**config.mk**
```make
export PLATFORM = sky130hd
export DESIGN_NAME = pipe_stage_reg
export DESIGN_NICKNAME = d
export VERILOG_FILES = /design/src/rtl/pipe_pkg.sv /design/src/rtl/pipe_slot.sv /design/src/rtl/pipe_stage_reg.sv
export SDC_FILE = /design/constraint.sdc
export NUM_CORES = 1
export LEC_CHECK = 0
export CAP_MARGIN = 5
export CORE_ASPECT_RATIO = 0.8
export CORE_MARGIN = 4
export CORE_UTILIZATION = 51
export CTS_BUF_LIST = sky130_fd_sc_hd__clkbuf_8
export DETAILED_ROUTE_END_ITERATION = 6
export PLACE_DENSITY = 0.83
export SLEW_MARGIN = 15
export SYNTH_ARGS = -nofsm -noshare
export SYNTH_HDL_FRONTEND = slang
export SYNTH_SLANG_ARGS = --single-unit
export TNS_END_PERCENT = 100
```
**constraint.sdc**
```tcl
create_clock -name clk -period 13.4 [get_ports clk]
set_input_delay 2.01 -clock clk [delete_from_list [all_inputs] [get_ports clk]]
set_output_delay 2.01 -clock clk [all_outputs]
set_load 0.02 [all_outputs]
```
**src/rtl/pipe_pkg.sv**
```systemverilog
// Shared types and constants for the inter-stage pipeline register.
// Bubbles are all-zero payloads so downstream decodes them as nop.
package pipe_pkg;

    typedef enum logic [1:0] {
        ST_EMPTY = 2'd0,
        ST_FULL  = 2'd1,
        ST_SKID  = 2'd2
    } pipe_state_e;

    localparam logic [31:0]   DEFAULT_RESET_PC = 32'h3000;
    localparam int            EXC_NONE         = 0;
    // Wide enough for any payload; users slice it to DATA_W.
    localparam logic [1023:0] NOP_DATA         = '0;

endpackage

```
**src/rtl/pipe_slot.sv**
```systemverilog
// One holding entry of the pipeline register: payload, pc, exception, delay-slot flag, valid.
// Priority is flush > load > clear; clear keeps pc so the bubble reports the last delivered pc.
module pipe_slot
    import pipe_pkg::*;
#(
    parameter int          DATA_W   = 128,
    parameter int          PC_W     = 32,
    parameter int          EXC_W    = 5,
    parameter logic [PC_W-1:0] RESET_PC = DEFAULT_RESET_PC[PC_W-1:0]
) (
    input  logic              clk,
    input  logic              reset,
    input  logic              load,
    input  logic              clear,
    input  logic              flush,
    input  logic [PC_W-1:0]   flush_pc,
    input  logic [DATA_W-1:0] d_data,
    input  logic [PC_W-1:0]   d_pc,
    input  logic [EXC_W-1:0]  d_exc,
    input  logic              d_bd,
    output logic              q_valid,
    output logic [DATA_W-1:0] q_data,
    output logic [PC_W-1:0]   q_pc,
    output logic [EXC_W-1:0]  q_exc,
    output logic              q_bd
);

    always_ff @(posedge clk or posedge reset) begin
        if (reset) begin
            q_valid <= 1'b0;
            q_data  <= NOP_DATA[DATA_W-1:0];
            q_pc    <= RESET_PC;
            q_exc   <= EXC_W'(EXC_NONE);
            q_bd    <= 1'b0;
        end else if (flush) begin
            q_valid <= 1'b0;
            q_data  <= NOP_DATA[DATA_W-1:0];
            q_pc    <= flush_pc;
            q_exc   <= EXC_W'(EXC_NONE);
            q_bd    <= 1'b0;
        end else if (load) begin
            q_valid <= 1'b1;
            q_data  <= d_data;
            q_pc    <= d_pc;
            q_exc   <= d_exc;
            q_bd    <= d_bd;
        end else if (clear) begin
            q_valid <= 1'b0;
            q_data  <= NOP_DATA[DATA_W-1:0];
            q_exc   <= EXC_W'(EXC_NONE);
            q_bd    <= 1'b0;
        end
    end

endmodule

```
**src/rtl/pipe_stage_reg.sv**
```systemverilog
// Inter-stage pipeline register with valid/ready handshake, optional skid slot,
// synchronous flush with bubble insertion and a saturating back-pressure counter.
module pipe_stage_reg
    import pipe_pkg::*;
#(
    parameter int              DATA_W   = 128,
    parameter int              PC_W     = 32,
    parameter int              EXC_W    = 5,
    parameter logic [PC_W-1:0] RESET_PC = DEFAULT_RESET_PC[PC_W-1:0],
    parameter bit              SKID_EN  = 1'b1,
    parameter int              CNT_W    = 16
) (
    input  logic              clk,
    input  logic              reset,
    input  logic              in_valid,
    output logic              in_ready,
    input  logic [DATA_W-1:0] in_data,
    input  logic [PC_W-1:0]   in_pc,
    input  logic [EXC_W-1:0]  in_exc,
    input  logic              in_bd,
    input  logic              flush,
    input  logic [PC_W-1:0]   flush_pc,
    output logic              out_valid,
    input  logic              out_ready,
    output logic [DATA_W-1:0] out_data,
    output logic [PC_W-1:0]   out_pc,
    output logic [EXC_W-1:0]  out_exc,
    output logic              out_bd,
    output logic [CNT_W-1:0]  stall_cnt
);

    pipe_state_e state_q, state_d;

    logic              acc;
    logic              main_load, main_clear, main_from_skid;
    logic              skid_load, skid_clear;
    logic              main_valid;
    logic [DATA_W-1:0] main_d_data;
    logic [PC_W-1:0]   main_d_pc;
    logic [EXC_W-1:0]  main_d_exc;
    logic              main_d_bd;
    logic              skid_valid;
    logic [DATA_W-1:0] skid_data;
    logic [PC_W-1:0]   skid_pc;
    logic [EXC_W-1:0]  skid_exc;
    logic              skid_bd;

    // With a skid slot, in_ready comes straight from a flop (skid empty == state!=SKID).
    assign in_ready = SKID_EN ? ~skid_valid : (~main_valid | out_ready);
    assign acc      = in_valid & in_ready;

    always_ff @(posedge clk or posedge reset) begin
        if (reset) state_q <= ST_EMPTY;
        else       state_q <= state_d;
    end

    always_comb begin
        state_d = state_q;
        if (flush) begin
            state_d = ST_EMPTY;
        end else begin
            case (state_q)
                ST_EMPTY: if (acc) state_d = ST_FULL;
                ST_FULL: begin
                    if (out_ready && !acc)           state_d = ST_EMPTY;
                    else if (!out_ready && acc && SKID_EN) state_d = ST_SKID;
                end
                ST_SKID:  if (out_ready) state_d = ST_FULL;
                default:  state_d = ST_EMPTY;
            endcase
        end
    end

    always_comb begin
        main_load      = 1'b0;
        main_clear     = 1'b0;
        main_from_skid = 1'b0;
        skid_load      = 1'b0;
        skid_clear     = 1'b0;
        case (state_q)
            ST_EMPTY: main_load = acc;
            ST_FULL: begin
                if (out_ready) begin
                    main_load  = acc;
                    main_clear = ~acc;
                end else begin
                    skid_load  = acc & SKID_EN;
                end
            end
            ST_SKID: begin
                main_load      = out_ready;
                main_from_skid = out_ready;
                skid_clear     = out_ready;
            end
            default: main_clear = 1'b1;
        endcase
    end

    // Skid beat always drains into main before any newer input.
    assign main_d_data = main_from_skid ? skid_data : in_data;
    assign main_d_pc   = main_from_skid ? skid_pc   : in_pc;
    assign main_d_exc  = main_from_skid ? skid_exc  : in_exc;
    assign main_d_bd   = main_from_skid ? skid_bd   : in_bd;

    pipe_slot #(
        .DATA_W(DATA_W), .PC_W(PC_W), .EXC_W(EXC_W), .RESET_PC(RESET_PC)
    ) u_main (
        .clk(clk), .reset(reset),
        .load(main_load), .clear(main_clear), .flush(flush), .flush_pc(flush_pc),
        .d_data(main_d_data), .d_pc(main_d_pc), .d_exc(main_d_exc), .d_bd(main_d_bd),
        .q_valid(main_valid), .q_data(out_data), .q_pc(out_pc), .q_exc(out_exc), .q_bd(out_bd)
    );

    generate
        if (SKID_EN) begin : g_skid
            pipe_slot #(
                .DATA_W(DATA_W), .PC_W(PC_W), .EXC_W(EXC_W), .RESET_PC(RESET_PC)
            ) u_skid (
                .clk(clk), .reset(reset),
                .load(skid_load), .clear(skid_clear), .flush(flush), .flush_pc(flush_pc),
                .d_data(in_data), .d_pc(in_pc), .d_exc(in_exc), .d_bd(in_bd),
                .q_valid(skid_valid), .q_data(skid_data), .q_pc(skid_pc),
                .q_exc(skid_exc), .q_bd(skid_bd)
            );
        end else begin : g_no_skid
            assign skid_valid = 1'b0;
            assign skid_data  = '0;
            assign skid_pc    = '0;
            assign skid_exc   = '0;
            assign skid_bd    = 1'b0;
        end
    endgenerate

    assign out_valid = main_valid;

    // Counts stalled cycles regardless of flush; sticks at all-ones.
    always_ff @(posedge clk or posedge reset) begin
        if (reset)
            stall_cnt <= '0;
        else if (out_valid && !out_ready && stall_cnt != {CNT_W{1'b1}})
            stall_cnt <= stall_cnt + CNT_W'(1);
    end

endmodule
```
### Yosys cells after proc, flatten, opt, wreduce, memory -nomap -nowiden

Cells that the tools add are included.

* input bits: 203
* flip-flop bits (word level): 352
* output and inout port bits: 184

* muxes and demuxes: 43
* equality and inequality tests: 6
* reduce and logical (&&, ||, !) cells: 13
* bitwise logic cells: 3
* add/subtract/negate cells: 1

Operator list (number)
* $mux 128: 7
* $mux 32: 5
* $mux 5: 7
* $add 16x1->16 const B: 1
* $mux 1: 16
* $ne 16x16->1 const B: 1
* $mux 2: 5
* $ne 3x3->1 const B: 2
* $pmux 2 s3: 1
* $reduce_bool 3->1: 2
* $logic_and 1x1->1: 4
* $ne 4x4->1 const B: 1
* $reduce_bool 2->1: 2
* $pmux 1 s3: 1
* $reduce_and 3->1: 1
* $eq 2x1->1 const B: 1
* $eq 2x2->1 const B: 1
* $logic_not 1->1: 2
* $logic_not 2->1: 1
* $not 1->1: 2
* $pmux 1 s2: 1
* $reduce_or 2->1: 1
* $and 1x1->1: 1

### Depth between registers and ports, before layout

Gate-level depths: netlist (run 1).

* word-level depth: 8
* gate-level depth with buffers: 8
* mapped depth without buffers: 5

### Hierarchy

Synthesis (run 1) repeated with hierarchy kept, for this count alone.

* cells, all modules: 1763
* area, all modules: 18128.6 µm²

Modules (own cells, without submodules)
* pipe_slot: cells an instance 739, times used 2, seq. area each 4181.5 µm², area an instance 7578.5 µm²
* pipe_stage_reg: cells an instance 285, times used 1, seq. area each 450.4 µm², area an instance 2971.6 µm²

### Worst setup path after synthesis (run 1)

Ideal clock, no wire load.

* path kind: in2reg
* from: in out_ready
* to: reg g_skid.u_skid.q_data[10]
* stages on the path: 8
* data arrival time: 3173 ps
* library setup time: 121 ps
* path buffers: 4
* path slack: 10106 ps
* cells stage by stage: buf_2 > nor2_1 > a31oi_1 > and2_1 > buf_2 > buf_6 > buf_6 > a22o_1

* longest elaborated chain between the ends: 4

RTL lines
* from (decl): RTL line pipe_stage_reg.sv:24 `input logic out_ready,`
* $mux 1: RTL line pipe_stage_reg.sv:83 `if (out_ready) begin`
* $mux 1: RTL line pipe_stage_reg.sv:80 `case (state_q)`
* $mux 128: RTL line pipe_slot.sv:41 `end else if (load) begin`
* $mux 128: RTL line pipe_slot.sv:35 `end else if (flush) begin`
* to (signal assigned): RTL line pipe_slot.sv:37 `q_data <= NOP_DATA[DATA_W-1:0];`
* to (signal assigned): RTL line pipe_slot.sv:43 `q_data <= d_data;`
* to (signal assigned): RTL line pipe_slot.sv:49 `q_data <= NOP_DATA[DATA_W-1:0];`
* to (decl): RTL line pipe_slot.sv:22 `output logic [DATA_W-1:0] q_data,`

Parallel ways exist; a longest one is shown, timed or not.
A chain may end at the register's enable or synchronous reset.

### Worst setup path after layout (run 1)

* from: in out_ready
* to: reg g_skid.u_skid.q_data[40]

Same word-level chain as after synthesis.

==> results.md, run 1 <==
| Metric | Value |
| --- | --- |
| Initial core utilization | 52.50% |
| Via total after detailed routing | 11720 |
| Total power density per cell area | 125.2 mW/mm² |
| DR iter-0 viols | 715 |
| Type of the worst min-delay path | register to register |
| Critical Path, Cell by Cell | clkdlybuf4s50_1, nor2_1, a31oi_4, buf_4, and2_4, buf_4, a22o_1 |
| Share of post-route cells with drive strength above 1 | 6.070% |
| Iteration count of the initial detailed-routing pass | 5 |
| Worst EP required | 13.89 ns |
| Commonest register cell after synthesis | sky130_fd_sc_hd__dfrtp_1 |
| Detailed-route wire length | 42100 µm |
| Pins Over Slew Limit | 0 |
| NumNets Final | 1827 |
| Synthesis warning total | 0 |
| Sequential-to-total area share from yosys stat | 58.64% |
| Register bit total from synthesis | 352 |
| Clock root buffer | sky130_fd_sc_hd__clkbuf_8 |
| Final sum of negative setup slack | 0 ns |
| Period utilization | 37.64% |
| Clock tree from TritonCTS | built |
| Nets in the synthesized netlist | 1474 |
| Post-cts repair resize count | 0 |
| Final-layout fill cell count | 2061 |
| Arrival time reported for the critical path endpoint | 5.54 ns |
| Layout-stage area growth over the synthesis result | 32.86% |
| Clock buffer count from CTS | 54 |
| Worst voltage drop across the vdd grid | 0.00008124 V |
| Half-perimeter wire length of the detailed placement result | 27390 µm |
| Pre-CTS setup slack | 7.812 ns |
| Number of antenna violations at the first check in global routing | 3 |
| Number of buffers added on ports | 386 |
| CTS H-Tree Depth | 2 |
| Average wire per cell in the routed design | 20.69 µm |
| Die Ht | 161.6 µm |
| Placed instance area | 0.01893 mm² |
| Final critical-path required period | 5.044 ns |
| Category of the worst setup path capture point | register |
| Worst clock skew | 0.01524 ns |
| Static leakage | 0.009538 µW |
| Netlist cell types | 46 |
| Placer's final routability congestion estimate | 0.8202 |
| Post-synthesis instance total | 1270 |
| Maximum net fanout on the critical path | 89 |
| First-pass GRT wire length | 66660 µm |
| Worst-case setup margin in the final layout | 8.356 ns |
| Die extent in x | 199.9 µm |
| Rel. slew slack | 21.37% |
| Clock tree buffer depth | 3 |
| Area of the core | 0.02863 mm² |
| Avg Synthesized Cell Area | 11.84 µm² |
| Critical-path top delay cell | sky130_fd_sc_hd__buf_4 |
| Post-route ant nets | 0 |
| Final cell area excluding filler cells | 0.01997 mm² |
| Final hold viol count | 0 |
| Async set-reset flop share out of synthesis | 100.0% |
| Area of the die | 0.03230 mm² |
| Setup CP Type | input port to register |
| Standard-cell row count | 55 |
| Status | completed |
| Num Clock Sinks | 352 |
| Post-layout power | 2500 µW |
| Slew at the pin closest to its max-slew limit | 1.179 ns |
| Vias/cell | 5.760 |
| Cell area after technology mapping | 0.01503 mm² |
| Startpoint type of the worst setup path | input port |
| Post-synth EDFFs | 0 |
| Cell with the most instances on the worst path | sky130_fd_sc_hd__buf_4 |
| Number of failing setup endpoints in the final timing report | 0 |
| WP buf/inv | 3 |
| Later-pin clock latency in the skew report | 0.57 ns |
| I/O pin count | 387 |
| Cell family with the largest share of critical-path delay | buffers and inverters |
| Total GRT Usage | 25.42% |
| Largest net degree at the start of global routing | 146 |
| Clock transition at the register clock pins on the worst setup and hold paths after CTS | 0.06 ns |
| Max frequency | 198.3 MHz |
| Setup fix buffers added after clock tree synthesis | 0 |
| Max_cap viols | 0 |
| RSZ-0062 raised after global routing | no |
| # hold bufs at CTS | 0 |
| Number of design rule violations left after detail routing | 0 |
| GRT Residual Overflow | 0 |
| Post-placement cell count | 1937 |
| Cell Count, Final, Fillers Out | 2035 |
| Via count of the first global-routing pass | 12190 |
| Max incr delay on CP | 0.88 ns |
## cells by family (layout without fill, tap and decap cells)
logic type      count (synthesis)  count (layout)  share of synthesized area [%]
fa+ha+maj                       1               1                        0.08323
xor+xnor                       10              10                         0.5827
other cells                     0               1                              0
buf+inv                       107             501                          3.962
simple gates                  217             217                          6.418
mux                           201             201                          13.40
compound gates                382             382                          16.92
flops                         352             352                          58.64
## routing by layer
metal	part of all wire [%]	vias up	global-route usage [%]
li1	-	5303	-
met1	42	5845	35.03
met2	46	468	38.99
met3	9.0	101	7.570
met4	3.4	4	8.333
met5	0.052	-	0
## power breakdown
part           leakage, µW  internal, µW  switching, µW
registers          0.00468          1140           54.2
clock network     0.000629           443            411
logic              0.00423           206            244
## cells in the final DEF (no fill, tap or decap), drive strengths merged, types with 5 or more instances in the layout
cell | Yosys | layout
clkdlybuf4s50 | 0 | 385
dfrtp | 348 | 348
mux2i | 199 | 199
o21ai | 198 | 198
nand2 | 175 | 175
a22o | 134 | 134
clkbuf | 23 | 66
inv | 5 | 34
a22oi | 32 | 32
buf | 79 | 14
xor2 | 10 | 10
nor2 | 9 | 9
nand3 | 6 | 6
a21oi | 5 | 5
## state kept, by name, indices dropped and copies added (netlist names)
name / flops
g_skid.u_skid.q_bd: 1
g_skid.u_skid.q_data: 128
g_skid.u_skid.q_exc: 5
g_skid.u_skid.q_pc: 32
g_skid.u_skid.q_valid: 1
stall_cnt: 16
state_q: 2
u_main.q_bd: 1
u_main.q_data: 128
u_main.q_exc: 5
u_main.q_pc: 32
u_main.q_valid: 1
## tightest hold or removal path, delay by kind of cell (launching register included)
kind	cells	cell delay (ns)
DFF	1	0.34
AOI/OAI and AO/OA	1	0.06
and+or+nand+nor	1	0.04
## Yosys cell counts, types with 2 or more instances
library cell	n	area share, %
sky130_fd_sc_hd__a211oi_1	2	0.10
sky130_fd_sc_hd__o21ai_1	68	2.3
sky130_fd_sc_hd__a21boi_0	2	0.10
sky130_fd_sc_hd__clkbuf_1	23	0.57
sky130_fd_sc_hd__buf_4	3	0.15
sky130_fd_sc_hd__a22o_1	134	7.8
sky130_fd_sc_hd__nand2_1	175	4.4
sky130_fd_sc_hd__a22oi_1	32	1.6
sky130_fd_sc_hd__nor4b_1	2	0.12
sky130_fd_sc_hd__mux2i_1	199	13
sky130_fd_sc_hd__nand4_1	3	0.12
sky130_fd_sc_hd__and4_1	2	0.12
sky130_fd_sc_hd__o21ai_0	130	4.3
sky130_fd_sc_hd__nor4_1	2	0.083
sky130_fd_sc_hd__buf_6	14	1.0
sky130_fd_sc_hd__nor4_4	2	0.28
sky130_fd_sc_hd__dfstp_2	4	0.70
sky130_fd_sc_hd__xor2_1	10	0.58
sky130_fd_sc_hd__a31oi_1	3	0.12
sky130_fd_sc_hd__nand3_1	6	0.20
sky130_fd_sc_hd__nor2b_1	3	0.12
sky130_fd_sc_hd__dfrtp_1	348	58
sky130_fd_sc_hd__buf_2	62	2.1
sky130_fd_sc_hd__a21oi_1	5	0.17
sky130_fd_sc_hd__nor3_1	3	0.10
sky130_fd_sc_hd__nor2_1	8	0.20
sky130_fd_sc_hd__mux2_2	2	0.15
sky130_fd_sc_hd__inv_1	5	0.12
## metrics by stage
step | hold slack [ns] | util (%)
after global placement | 0.4599 | 66.13
final | 0.4792 | 69.76
after floorplan | 0.4496 | -
after detailed placement | 0.4701 | 66.13
after global routing | 0.5019 | 69.76
after CTS | 0.4833 | 69.75
## worst paths after layout
path                              startpoint                  endpoint  slack [ns]  depth (start not counted)
setup / recovery                   out_ready  g_skid.u_skid.q_data[40]        8.36                          7
setup reg to reg                  state_q[1]  g_skid.u_skid.q_data[40]       10.00                          6
max in group asynchronous              reset         u_main.q_data[15]        8.99                          4
hold / removal             u_main.q_data[56]         u_main.q_data[56]        0.48                          2
hold reg to reg            u_main.q_data[56]         u_main.q_data[56]        0.48                          2
min in group asynchronous              reset  g_skid.u_skid.q_data[69]        2.05                          2
## cell type report
cell class / count / area (µm²) / share of cell area, %
inverter: 5 / 26.28 / 0.1316
clock inverter: 31 / 128.9 / 0.6453
sequential: 352 / 8813 / 44.13
multi-input combinational: 811 / 5659 / 28.34
tap: 370 / 462.9 / 2.318
clock buffer: 66 / 908.4 / 4.549
timing repair buffer: 399 / 3969 / 19.87
antenna: 1 / 2.502 / 0.01253
No activity file was read; power rests on OpenSTA's default activity.
==> run 2, diff against run 1 <==
clock period = 4.7 ns   (was 13.4 ns; I/O delays follow)
==> results.md, run 2 (synthesized netlist as in run 1, its figures left out) <==
| Metric | Value |
| --- | --- |
| Largest net degree at the start of global routing | 118 |
| Rel. slew slack | 28.30% |
| Pins Over Slew Limit | 0 |
| Critical Path End | u_main.q_data[100] |
| Later-pin clock latency in the skew report | 0.58 ns |
| Clock root buffer | sky130_fd_sc_hd__clkbuf_8 |
| Number of buffers added on ports | 386 |
| GRT Residual Overflow | 0 |
| # hold bufs at CTS | 0 |
| First-pass GRT wire length | 66640 µm |
| Max frequency | 358.6 MHz |
| Worst voltage drop across the vdd grid | 0.0002308 V |
| Number of design rule violations left after detail routing | 0 |
| Post-cts repair resize count | 0 |
| I/O pin count | 387 |
| Type of the worst min-delay path | register to register |
| Share of post-route cells with drive strength above 1 | 7.083% |
| Placer's final routability congestion estimate | 0.8404 |
| Static leakage | 0.009564 µW |
| Post-placement cell count | 1943 |
| Die extent in x | 199.9 µm |
| Layout-stage area growth over the synthesis result | 33.76% |
| Number of failing setup endpoints in the final timing report | 0 |
| Slew at the pin closest to its max-slew limit | 1.076 ns |
| Launch point of the critical path | out_ready |
| Setup slack, reg-to-reg | 2.21 ns |
| NumNets Final | 1832 |
| Final core utilization | 70.23% |
| Combined area of the multi-input logic cells | 0.005659 mm² |
| Average wire per cell in the routed design | 20.66 µm |
| Clock buffer count from CTS | 53 |
| Category of the worst setup path capture point | register |
| Clock transition at the register clock pins on the worst setup and hold paths after CTS | 0.06 ns |
| Final sum of negative setup slack | 0 ns |
| Max_cap viols | 0 |
| Worst clock skew | 0.01841 ns |
| Period utilization | 59.33% |
| Vias/cell | 5.751 |
| Final hold viol count | 0 |
| Clock tree from TritonCTS | built |
| RSZ-0062 raised after global routing | no |
| Num Clock Sinks | 352 |
| Maximum net fanout on the critical path | 89 |
| Half-perimeter wire length of the detailed placement result | 27150 µm |
| Post-route ant nets | 0 |
| Detailed-route wire length | 42100 µm |
| Post-layout power | 7201 µW |
| Standard-cell row count | 55 |
| Worst EP required | 5.18 ns |
| Status | completed |
| Setup fix buffers added after clock tree synthesis | 0 |
| Sequential cell area | 0.008813 mm² |
| Clock tree buffer depth | 3 |
| Setup CP Type | input port to register |
| Iteration count of the initial detailed-routing pass | 5 |
| Number of antenna violations at the first check in global routing | 3 |
| Pre-CTS setup slack | 1.329 ns |
| Worst-case setup margin in the final layout | 1.911 ns |
| Startpoint type of the worst setup path | input port |
| Total GRT Usage | 25.51% |
| Total power density per cell area | 358.2 mW/mm² |
| Final critical-path required period | 2.789 ns |
| DR iter-0 viols | 761 |
| Initial core utilization | 52.50% |
| Final-layout fill cell count | 2010 |
| Highest-count cells in the layout ignoring fill and taps | sky130_fd_sc_hd__clkdlybuf4s50_1 (385), sky130_fd_sc_hd__dfrtp_1 (348), sky130_fd_sc_hd__mux2i_1 (199) |
| Via count of the first global-routing pass | 11900 |
| Via total after detailed routing | 11720 |
| CTS H-Tree Depth | 2 |
| Worst Reg-to-Reg Cells | 5 |
| Cell Count, Final, Fillers Out | 2038 |
| Commonest non-fill, non-tap cell in the layout | sky130_fd_sc_hd__clkdlybuf4s50_1 |
| Arrival time reported for the critical path endpoint | 3.27 ns |
| Largest regs | g_skid.u_skid.q_data: 128 flops, u_main.q_data: 128 flops |
| Die Ht | 161.6 µm |
| R2r endpoint | u_main.q_data[100] |
| Launch instance of the worst register-to-register path | state_q[1] |
| Area of the die | 0.03230 mm² |
| Area of the core | 0.02863 mm² |
| Source of the worst hold timing path | g_skid.u_skid.q_pc[19] |
run 2: cell count changes in the layout (fill, tap and decap cells not counted):
cell                       change
sky130_fd_sc_hd__buf_12        +5
sky130_fd_sc_hd__clkbuf_8      +4
sky130_fd_sc_hd__diode_2       +1
sky130_fd_sc_hd__inv_6         -1
sky130_fd_sc_hd__buf_4         +1
sky130_fd_sc_hd__inv_8         -1
sky130_fd_sc_hd__inv_1        -15
sky130_fd_sc_hd__clkinv_2      +9
run 2: how the worst min path moves through the flow:
stage,end,cells past startpoint
6_report,g_skid.u_skid.q_pc[19],2
2_1_floorplan,g_skid.u_skid.q_pc[0],2
3_3_place_gp,u_main.q_data[85],2
4_1_cts,g_skid.u_skid.q_pc[19],2
3_5_place_dp,u_main.q_data[64],2
5_1_grt,g_skid.u_skid.q_pc[12],2
run 2: layout make-up:
type | instances | share of cell area [%]
timing repair buffer | 405 | 20.28
clock inverter | 23 | 0.5041
multi-input combinational | 811 | 28.15
sequential | 352 | 43.84
tap | 370 | 2.303
antenna | 2 | 0.02489
clock buffer | 70 | 4.792
inverter | 5 | 0.1120
run 2: layer usage:
metal | global-route usage, % | routed length, µm
met5 | 0 | 8
met4 | 7.191 | 985
met3 | 6.319 | 3044
met2 | 39.25 | 19750
met1 | 36.44 | 18300
run 2: power breakdown:
group          switching (µW)  internal (µW)
clock                    1170           1330
combinational             690            596
sequential                160           3260
run 2: per-stage QoR:
step	instance area, µm²	hold slack, ns
floorplan	15030	0.4496
global placement	19030	0.4606
detailed placement	19030	0.4703
CTS	20100	0.4851
global route	20100	0.4998
finish	20100	0.4784
run 2: critical path: stages:
cell                              delay (ns)
sky130_fd_sc_hd__clkdlybuf4s50_1        0.61
sky130_fd_sc_hd__nor2_1                 0.38
sky130_fd_sc_hd__a32o_4                 0.92
sky130_fd_sc_hd__buf_4                  0.42
sky130_fd_sc_hd__nand2_1                0.08
sky130_fd_sc_hd__o21ai_0                0.09
